File: src/rtl/cfg_frame_loader.sv
// cfg_frame_loader: framed serial configuration loader for multi-chain fabrics.
// Locks on a 0xA5 sync byte, decodes a {mode, sel} header, then either streams
// CHAIN_LEN payload bits into the selected cluster chain (checked by CRC-8,
// poly 0x07, init 0x00) or recirculates that chain for non-destructive readback.
//
// state    | meaning
// ---------+-----------------------------------------------------------------
// HUNT     | idle; sliding 8-bit window waits for the 0xA5 sync byte
// HDR      | collecting the {mode, sel} header byte
// LOAD     | forwarding CHAIN_LEN payload bits into chain sel, updating CRC
// CHECK    | collecting the 8 received CRC bits and comparing against ours
// READBACK | CHAIN_LEN free-running cycles recirculating chain sel to rb_out

module cfg_frame_loader #(
  parameter int CHAIN_LEN  = 64,
  parameter int NUM_CHAINS = 4,
  parameter int SEL_W      = 7
) (
  input  logic                  clk,
  input  logic                  rst,
  input  logic                  bit_in,
  input  logic                  bit_valid,
  output logic [NUM_CHAINS-1:0] chain_en,
  output logic                  chain_din,
  input  logic [NUM_CHAINS-1:0] chain_dout,
  output logic                  rb_out,
  output logic                  rb_valid,
  output logic                  busy,
  output logic [NUM_CHAINS-1:0] done,
  output logic                  err_crc,
  output logic                  err_sel
);

  localparam int              CNT_W     = $clog2(CHAIN_LEN + 1);
  localparam logic [7:0]      SYNC_BYTE = 8'hA5;
  localparam logic [7:0]      CRC_POLY  = 8'h07;
  localparam logic [CNT_W-1:0] LAST_BIT  = CNT_W'(CHAIN_LEN - 1);
  localparam logic [CNT_W-1:0] LAST_BYTE_BIT = CNT_W'(7);
  localparam logic [SEL_W:0]  SEL_LIMIT = (SEL_W + 1)'(NUM_CHAINS);

  typedef enum logic [2:0] {
    HUNT     = 3'd0,
    HDR      = 3'd1,
    LOAD     = 3'd2,
    CHECK    = 3'd3,
    READBACK = 3'd4
  } state_t;

  state_t                  state;
  logic [7:0]              sync_sr;
  logic [7:0]              byte_sr;
  logic [CNT_W-1:0]        bit_cnt;
  logic [7:0]              crc;
  logic [SEL_W-1:0]        sel_q;
  logic [NUM_CHAINS-1:0]   load_en;
  logic                    load_din;

  logic [7:0]              sync_shift;
  logic [7:0]              byte_shift;
  logic                    hdr_mode;
  logic [SEL_W-1:0]        hdr_sel;
  logic                    hdr_sel_bad;
  logic [NUM_CHAINS-1:0]   hdr_onehot;
  logic [NUM_CHAINS-1:0]   sel_onehot;
  logic                    dout_sel;
  logic                    in_rb;
  logic [7:0]              crc_next;

  // One serial CRC-8 step: feedback is the outgoing MSB xor the new bit.
  function automatic logic [7:0] crc_step(input logic [7:0] c, input logic b);
    logic fb;
    fb = c[7] ^ b;
    return {c[6:0], 1'b0} ^ (fb ? CRC_POLY : 8'h00);
  endfunction

  assign sync_shift  = {sync_sr[6:0], bit_in};
  assign byte_shift  = {byte_sr[6:0], bit_in};
  assign hdr_mode    = byte_shift[7];
  assign hdr_sel     = byte_shift[SEL_W-1:0];
  assign hdr_sel_bad = ({1'b0, hdr_sel} >= SEL_LIMIT);
  assign crc_next    = crc_step(crc, bit_in);

  // Decode the incoming header select and the latched select into one-hot masks.
  always_comb begin
    hdr_onehot = '0;
    sel_onehot = '0;
    for (int i = 0; i < NUM_CHAINS; i++) begin
      if (SEL_W'(i) == hdr_sel) hdr_onehot[i] = 1'b1;
      if (SEL_W'(i) == sel_q)   sel_onehot[i] = 1'b1;
    end
  end

  assign dout_sel = |(chain_dout & sel_onehot);
  assign in_rb    = (state == READBACK);

  // Readback must feed the chain tail straight back in the same cycle so the
  // chain recirculates; load data comes from the registered 1-cycle path.
  always_comb begin
    chain_en  = in_rb ? sel_onehot : load_en;
    chain_din = in_rb ? dout_sel   : load_din;
    rb_out    = in_rb & dout_sel;
    rb_valid  = in_rb;
    busy      = (state != HUNT);
  end

  // Frame sequencer: sync hunt, header decode, load/check and readback timing.
  always_ff @(posedge clk or posedge rst) begin
    if (rst) begin
      state    <= HUNT;
      sync_sr  <= '0;
      byte_sr  <= '0;
      bit_cnt  <= '0;
      crc      <= '0;
      sel_q    <= '0;
      load_en  <= '0;
      load_din <= 1'b0;
      done     <= '0;
      err_crc  <= 1'b0;
      err_sel  <= 1'b0;
    end else begin
      load_en  <= '0;
      load_din <= 1'b0;
      case (state)
        HUNT: begin
          if (bit_valid) begin
            if (sync_shift == SYNC_BYTE) begin
              state   <= HDR;
              sync_sr <= '0;
              byte_sr <= '0;
              bit_cnt <= '0;
              err_crc <= 1'b0;
              err_sel <= 1'b0;
            end else begin
              sync_sr <= sync_shift;
            end
          end
        end

        HDR: begin
          if (bit_valid) begin
            if (bit_cnt == LAST_BYTE_BIT) begin
              bit_cnt <= '0;
              byte_sr <= '0;
              if (hdr_sel_bad) begin
                err_sel <= 1'b1;
                state   <= HUNT;
              end else begin
                sel_q <= hdr_sel;
                if (!hdr_mode) begin
                  done  <= done & ~hdr_onehot;
                  crc   <= '0;
                  state <= LOAD;
                end else begin
                  state <= READBACK;
                end
              end
            end else begin
              bit_cnt <= bit_cnt + CNT_W'(1);
              byte_sr <= byte_shift;
            end
          end
        end

        LOAD: begin
          if (bit_valid) begin
            crc      <= crc_next;
            load_en  <= sel_onehot;
            load_din <= bit_in;
            if (bit_cnt == LAST_BIT) begin
              bit_cnt <= '0;
              byte_sr <= '0;
              state   <= CHECK;
            end else begin
              bit_cnt <= bit_cnt + CNT_W'(1);
            end
          end
        end

        CHECK: begin
          if (bit_valid) begin
            if (bit_cnt == LAST_BYTE_BIT) begin
              bit_cnt <= '0;
              byte_sr <= '0;
              state   <= HUNT;
              if (byte_shift == crc) done    <= done | sel_onehot;
              else                   err_crc <= 1'b1;
            end else begin
              bit_cnt <= bit_cnt + CNT_W'(1);
              byte_sr <= byte_shift;
            end
          end
        end

        READBACK: begin
          if (bit_cnt == LAST_BIT) begin
            bit_cnt <= '0;
            state   <= HUNT;
          end else begin
            bit_cnt <= bit_cnt + CNT_W'(1);
          end
        end

        default: begin
          state   <= HUNT;
          bit_cnt <= '0;
        end
      endcase
    end
  end

endmodule

File: config.mk
export PLATFORM = sky130hd
export DESIGN_NAME = cfg_frame_loader
export DESIGN_NICKNAME = d
export VERILOG_FILES = /design/src/rtl/cfg_frame_loader.sv
export SDC_FILE = /design/constraint.sdc
export NUM_CORES = 1
export LEC_CHECK = 0
export ABC_AREA = 0
export ABC_CLOCK_PERIOD_IN_PS = 2700
export CAP_MARGIN = 20
export CORE_AREA = 2 2 82 84
export CTS_BUF_LIST = sky130_fd_sc_hd__clkbuf_4
export CTS_CLUSTER_SIZE = 8
export DETAILED_ROUTE_END_ITERATION = 6
export DIE_AREA = 0 0 84 86
export PLACE_DENSITY = 0.7
export SYNTH_ARGS = -nofsm -noshare
export SYNTH_HDL_FRONTEND = slang
export SYNTH_SLANG_ARGS = --single-unit
export TNS_END_PERCENT = 20
File: constraint.sdc
create_clock -name clk -period 2.7 [get_ports clk]
set_input_delay 0.81 -clock clk [delete_from_list [all_inputs] [get_ports clk]]
set_output_delay 0.81 -clock clk [all_outputs]
set_load 0.02 [all_outputs]
==> flow_results.org, run 1 <==
** Critical path
- Cells traversed along the worst timing path :: buf_2, mux4_2, and3_4, a21o_1, buf_6
- The most critical setup path has its startpoint at chain_dout[3].
- Kind of end point of the critical path :: output port
- For the worst setup path, the data arrival time is 1.84 ns.
- STA classifies the critical path startpoint as an input pin.
- Following the worst setup path forward leads to its endpoint at chain_din.
- Slowest cell on the critical path :: mux4_2
- Worst R2R Start :: bit_cnt[0]
- In this run the critical register-to-register path is captured at state[0].
- Category of the critical setup timing path :: input pin to output port
- Critical path fanouts, max :: 2
- WP data required :: 1.89 ns
- For this run, the slowest stage of the critical path takes 0.46 ns.
- The setup check on the worst reg-to-reg path leaves a slack of between 0.4 and 0.5 ns.
- Number of cells traversed by the worst register-to-register path :: 6

** GRT
- The via count of the first global-routing pass is roughly 1,900.
- For this run, the total global-route usage over all layers was measured as 0.158.
- Entering global routing, the biggest net connects 30 pins.
- Global-route wire length before repair :: 9190 um
- Antenna violations before repair :: 0
- After global routing the overflow that remains totals 0.

** Detailed routing
- Routed vias/inst :: between 5 and 6
- Initial drt markers :: 103
- For this run, the detailed router's first-pass iteration total came to 4.
- Post-detailed-route wirelength per cell :: 14.7 um
- The routed layout has 1,935 vias.
- Detailed-route DRC error count :: 0
- Final Routed Wirelength :: 5300 um
- Once detail routing completed, the nets flagged for antenna violations numbered 0.

** Power
- Pwr/cell area :: between 700 and 800 nW/um^2
- Maximum vdd drop :: 0.292 mV
- In this run the static leakage power is 1.41 nW.

** Cells and area
- In the final layout, the share of cells above drive strength 1 is 0.170.
- For this run, the post-layout net count is roughly 290.
- Once layout is complete, the utilization of the core stands at 0.462.
- The number of antenna diodes in the final layout is 0.
- Across the whole layout, storage elements account for around 1300 sq um.
- In the final layout, the multi-input gates occupy 1160 sq um.
- Most common cell after layout, fill and taps aside :: dfrtp_1
- Area grow syn2layout :: 17.7%
- Number of standard cells in the final layout excluding fillers :: 360
- After filler insertion, the fill cell instance count of the layout stands at 594.
- Top library cells by usage in the layout, fill and taps aside :: dfrtp_1, nand2_1, nor2_1

** Placement
- Half-perimeter wire length of the detailed placement result :: roughly 3900 um
- Routability-driven placement finished with a final weighted congestion of about 0.78.
- Minimum setup slack after placement :: -0.699 ns
- Buffers added on ports :: 21
- Including well taps, the total number of placed cells is 352.

** Synth
- #FFs+latches synth :: 50
- Main synth FF type :: dfrtp_1
- Post-synthesis instance total :: 248
- Share of the yosys chip area belonging to registers :: 0.508
- Counting every net in the synthesized netlist gives 257.
- In the synthesized netlist the async set-or-reset flop fraction comes to 1.00.
- Mean area per synthesized cell :: 9.94 sq um
- Library cells used by synthesis :: 41
- Yosys printed 0 warnings.
- Yosys mapped a number of flops with a built-in enable equal to 0.
- The mapped netlist covers ~2500 sq um.

** Die
- After floorplanning, the core was sized to cover 6280 sq um.
- Horizontal die dimension :: 84 um
- Standard-cell row count :: 29
- Io pins :: 22
- Initial cell density of the core :: 0.393
- The die covers 7220 sq um.
- Overall die height :: 86 um

** STA
- The worst path in the final design needs a cycle of 2.65 ns, including I/O delays and setup.
- Post-route setup slack :: 0.0529 ns
- Max Clk Rate :: 378 MHz
- Portion of the clock cycle consumed by the worst path in the final layout :: 0.980
- Between clock sinks in the finished design, the worst skew comes to 0.0196 ns.
- The number of endpoints with negative hold slack in the final report is 0.
- The final max-slew violation count came to 0.
- Unrepaired setup endpoints after global routing :: true
- At the pin with the least slew margin, the transition time is 0.491 ns.
- Setup violations remaining at the end of the flow were counted as 0.
- Headroom to the max-slew limit came out at 0.672.

** CTS
- The clock tree synthesis step divided the H-tree into 2 levels.
- Counting every sink on the clock net gives 50.
- Buffers added to address setup during post-CTS repair amount to 0.
- Post-CTS clock slew at the launch and capture registers of the worst setup and hold paths :: 0.15 ns
- Worst skew pair latency :: ~0.38 ns
- Number of buffers on the longest clock path :: 2
- Counting the buffers created by CTS gives 5.
- Hold buffers post-CTS :: 0
- Library cell used as clock root buffer :: clkbuf_4
- CTS tree :: built

** Min path
- Hold WC Path Type :: flop to flop

** Job
- The tool flagged a number of max-cap violations equal to 0.

** Status
- The flow ran to the end, and the final reports show no timing, DRC or antenna violations.
power by group:
group          leakage, nW  total, mW  internal (mW)  switching, mW
combinational        0.705      0.860          0.371          0.489
clock               0.0286      0.348         0.0975          0.250
sequential           0.672       1.02          0.890          0.125
worst max-delay path: cells and delay by family:
family          cells  cell delay, ns
simple gates        1            0.19
compound gates      1            0.16
buf+inv             2            0.22
mux                 1            0.46
final cells by class:
cell class,instances,share of cell area
tap,77,0.0332
multi-input combinational,182,0.401
timing repair buffer,36,0.107
sequential,50,0.431
clock inverter,3,0.00561
clock buffer,5,0.0129
inverter,7,0.00906
sequential cells by signal, indices dropped and copies added, names as in the netlist:
signal and cells:
crc 8, bit_cnt 7, byte_sr 7, sel_q 7, sync_sr 7, done 4
load_en 4, state 3, err_crc 1, err_sel 1, load_din 1
per-stage QoR:
step                instance area (sq um)  setup TNS [ns]  power, mW  hold WS [ns]
floorplan                            2460               0       1.63         0.438
global placement                     2860           -1.21       1.86         0.457
detailed placement                   2860           -1.25       1.89         0.464
CTS                                  2910         -0.0142       2.23         0.497
global route                         2900         -0.0920       2.38         0.522
finish                               2900               0       2.22         0.497
worst min path at each step:
| stage | depth (start not counted) | endpoint | start | slack (ns) |
|---|---|---|---|---|
| after global placement | 2 | sync_sr[6] | sync_sr[6] | 0.46 |
| after CTS | 2 | sync_sr[6] | sync_sr[6] | 0.50 |
| after detailed placement | 2 | sync_sr[6] | sync_sr[6] | 0.46 |
| final | 2 | sync_sr[6] | sync_sr[6] | 0.50 |
| after global routing | 2 | sync_sr[6] | sync_sr[6] | 0.52 |
| after floorplan | 2 | sync_sr[6] | sync_sr[6] | 0.44 |
timing repair:
action | CTS | global route
endpoints found under the hold margin | 0 | 0
resized for setup | 29 | 10
pin swaps | 1 | 0
setup endpoints to repair | 6 | 8
Yosys cell counts (2+ instances only):
master,n,area share
or3_1,2,0.0051
a21oi_1,6,0.012
nand2b_1,2,0.0051
buf_2,2,0.0041
inv_1,7,0.011
nor2b_1,7,0.018
mux2i_1,3,0.012
a21oi_2,2,0.0071
a41oi_1,2,0.0071
a31oi_1,4,0.010
nor2_1,20,0.030
and3_1,5,0.013
mux2_1,2,0.0091
o211a_1,2,0.0081
or2_1,2,0.0051
nand2_1,38,0.058
nand3_1,8,0.016
and2_1,5,0.013
o21ai_1,3,0.0061
dfrtp_1,50,0.51
nor3_1,6,0.012
xnor2_1,12,0.043
a21o_1,2,0.0061
a22o_1,12,0.043
nand4_1,11,0.028
clkbuf_1,6,0.0091
a21bo_2,6,0.024
nor4_2,2,0.010
o21ai_0,6,0.012
nand3b_1,2,0.0061
cells by family after synthesis:
| family | count (synthesis) | synth area share |
|---|---|---|
| simple gates | 113 | 0.231 |
| flops | 50 | 0.508 |
| mux | 7 | 0.0350 |
| buf+inv | 16 | 0.0269 |
| fa+ha+maj | 1 | 0.00508 |
| compound gates | 49 | 0.152 |
| xor+xnor | 12 | 0.0426 |
routing by layer:
| layer | track usage | vias to the layer above | share of wire |
|---|---|---|---|
| met3 | 0.0366 | 4 | 0.040 |
| li1 | - | 944 | - |
| met1 | 0.215 | 956 | 0.48 |
| met4 | 0.0469 | 0 | 0.0083 |
| met5 | 0 | - | 0 |
| met2 | 0.254 | 31 | 0.48 |
No activity file was read; power rests on OpenSTA's default activity.
==> run 2: changes to the inputs <==
--- a/config.mk
+++ b/config.mk
@@ -13,6 +13,7 @@
 export CTS_CLUSTER_SIZE = 8
 export DETAILED_ROUTE_END_ITERATION = 6
 export DIE_AREA = 0 0 84 86
+export HOLD_SLACK_MARGIN = 0.1
 export PLACE_DENSITY = 0.7
 export SYNTH_ARGS = -nofsm -noshare
 export SYNTH_HDL_FRONTEND = slang
==> results of run 2 <==
Same layout as run 1: the final DEF is identical, and so are final timing and power.
==> run 3: changes to the inputs <==
--- a/config.mk
+++ b/config.mk
@@ -15,6 +15,7 @@
 export DIE_AREA = 0 0 84 86
 export HOLD_SLACK_MARGIN = 0.1
 export PLACE_DENSITY = 0.7
+export SLEW_MARGIN = 5
 export SYNTH_ARGS = -nofsm -noshare
 export SYNTH_HDL_FRONTEND = slang
 export SYNTH_SLANG_ARGS = --single-unit
==> results of run 3 <==
Same layout as run 1: the final DEF is identical, and so are final timing and power.
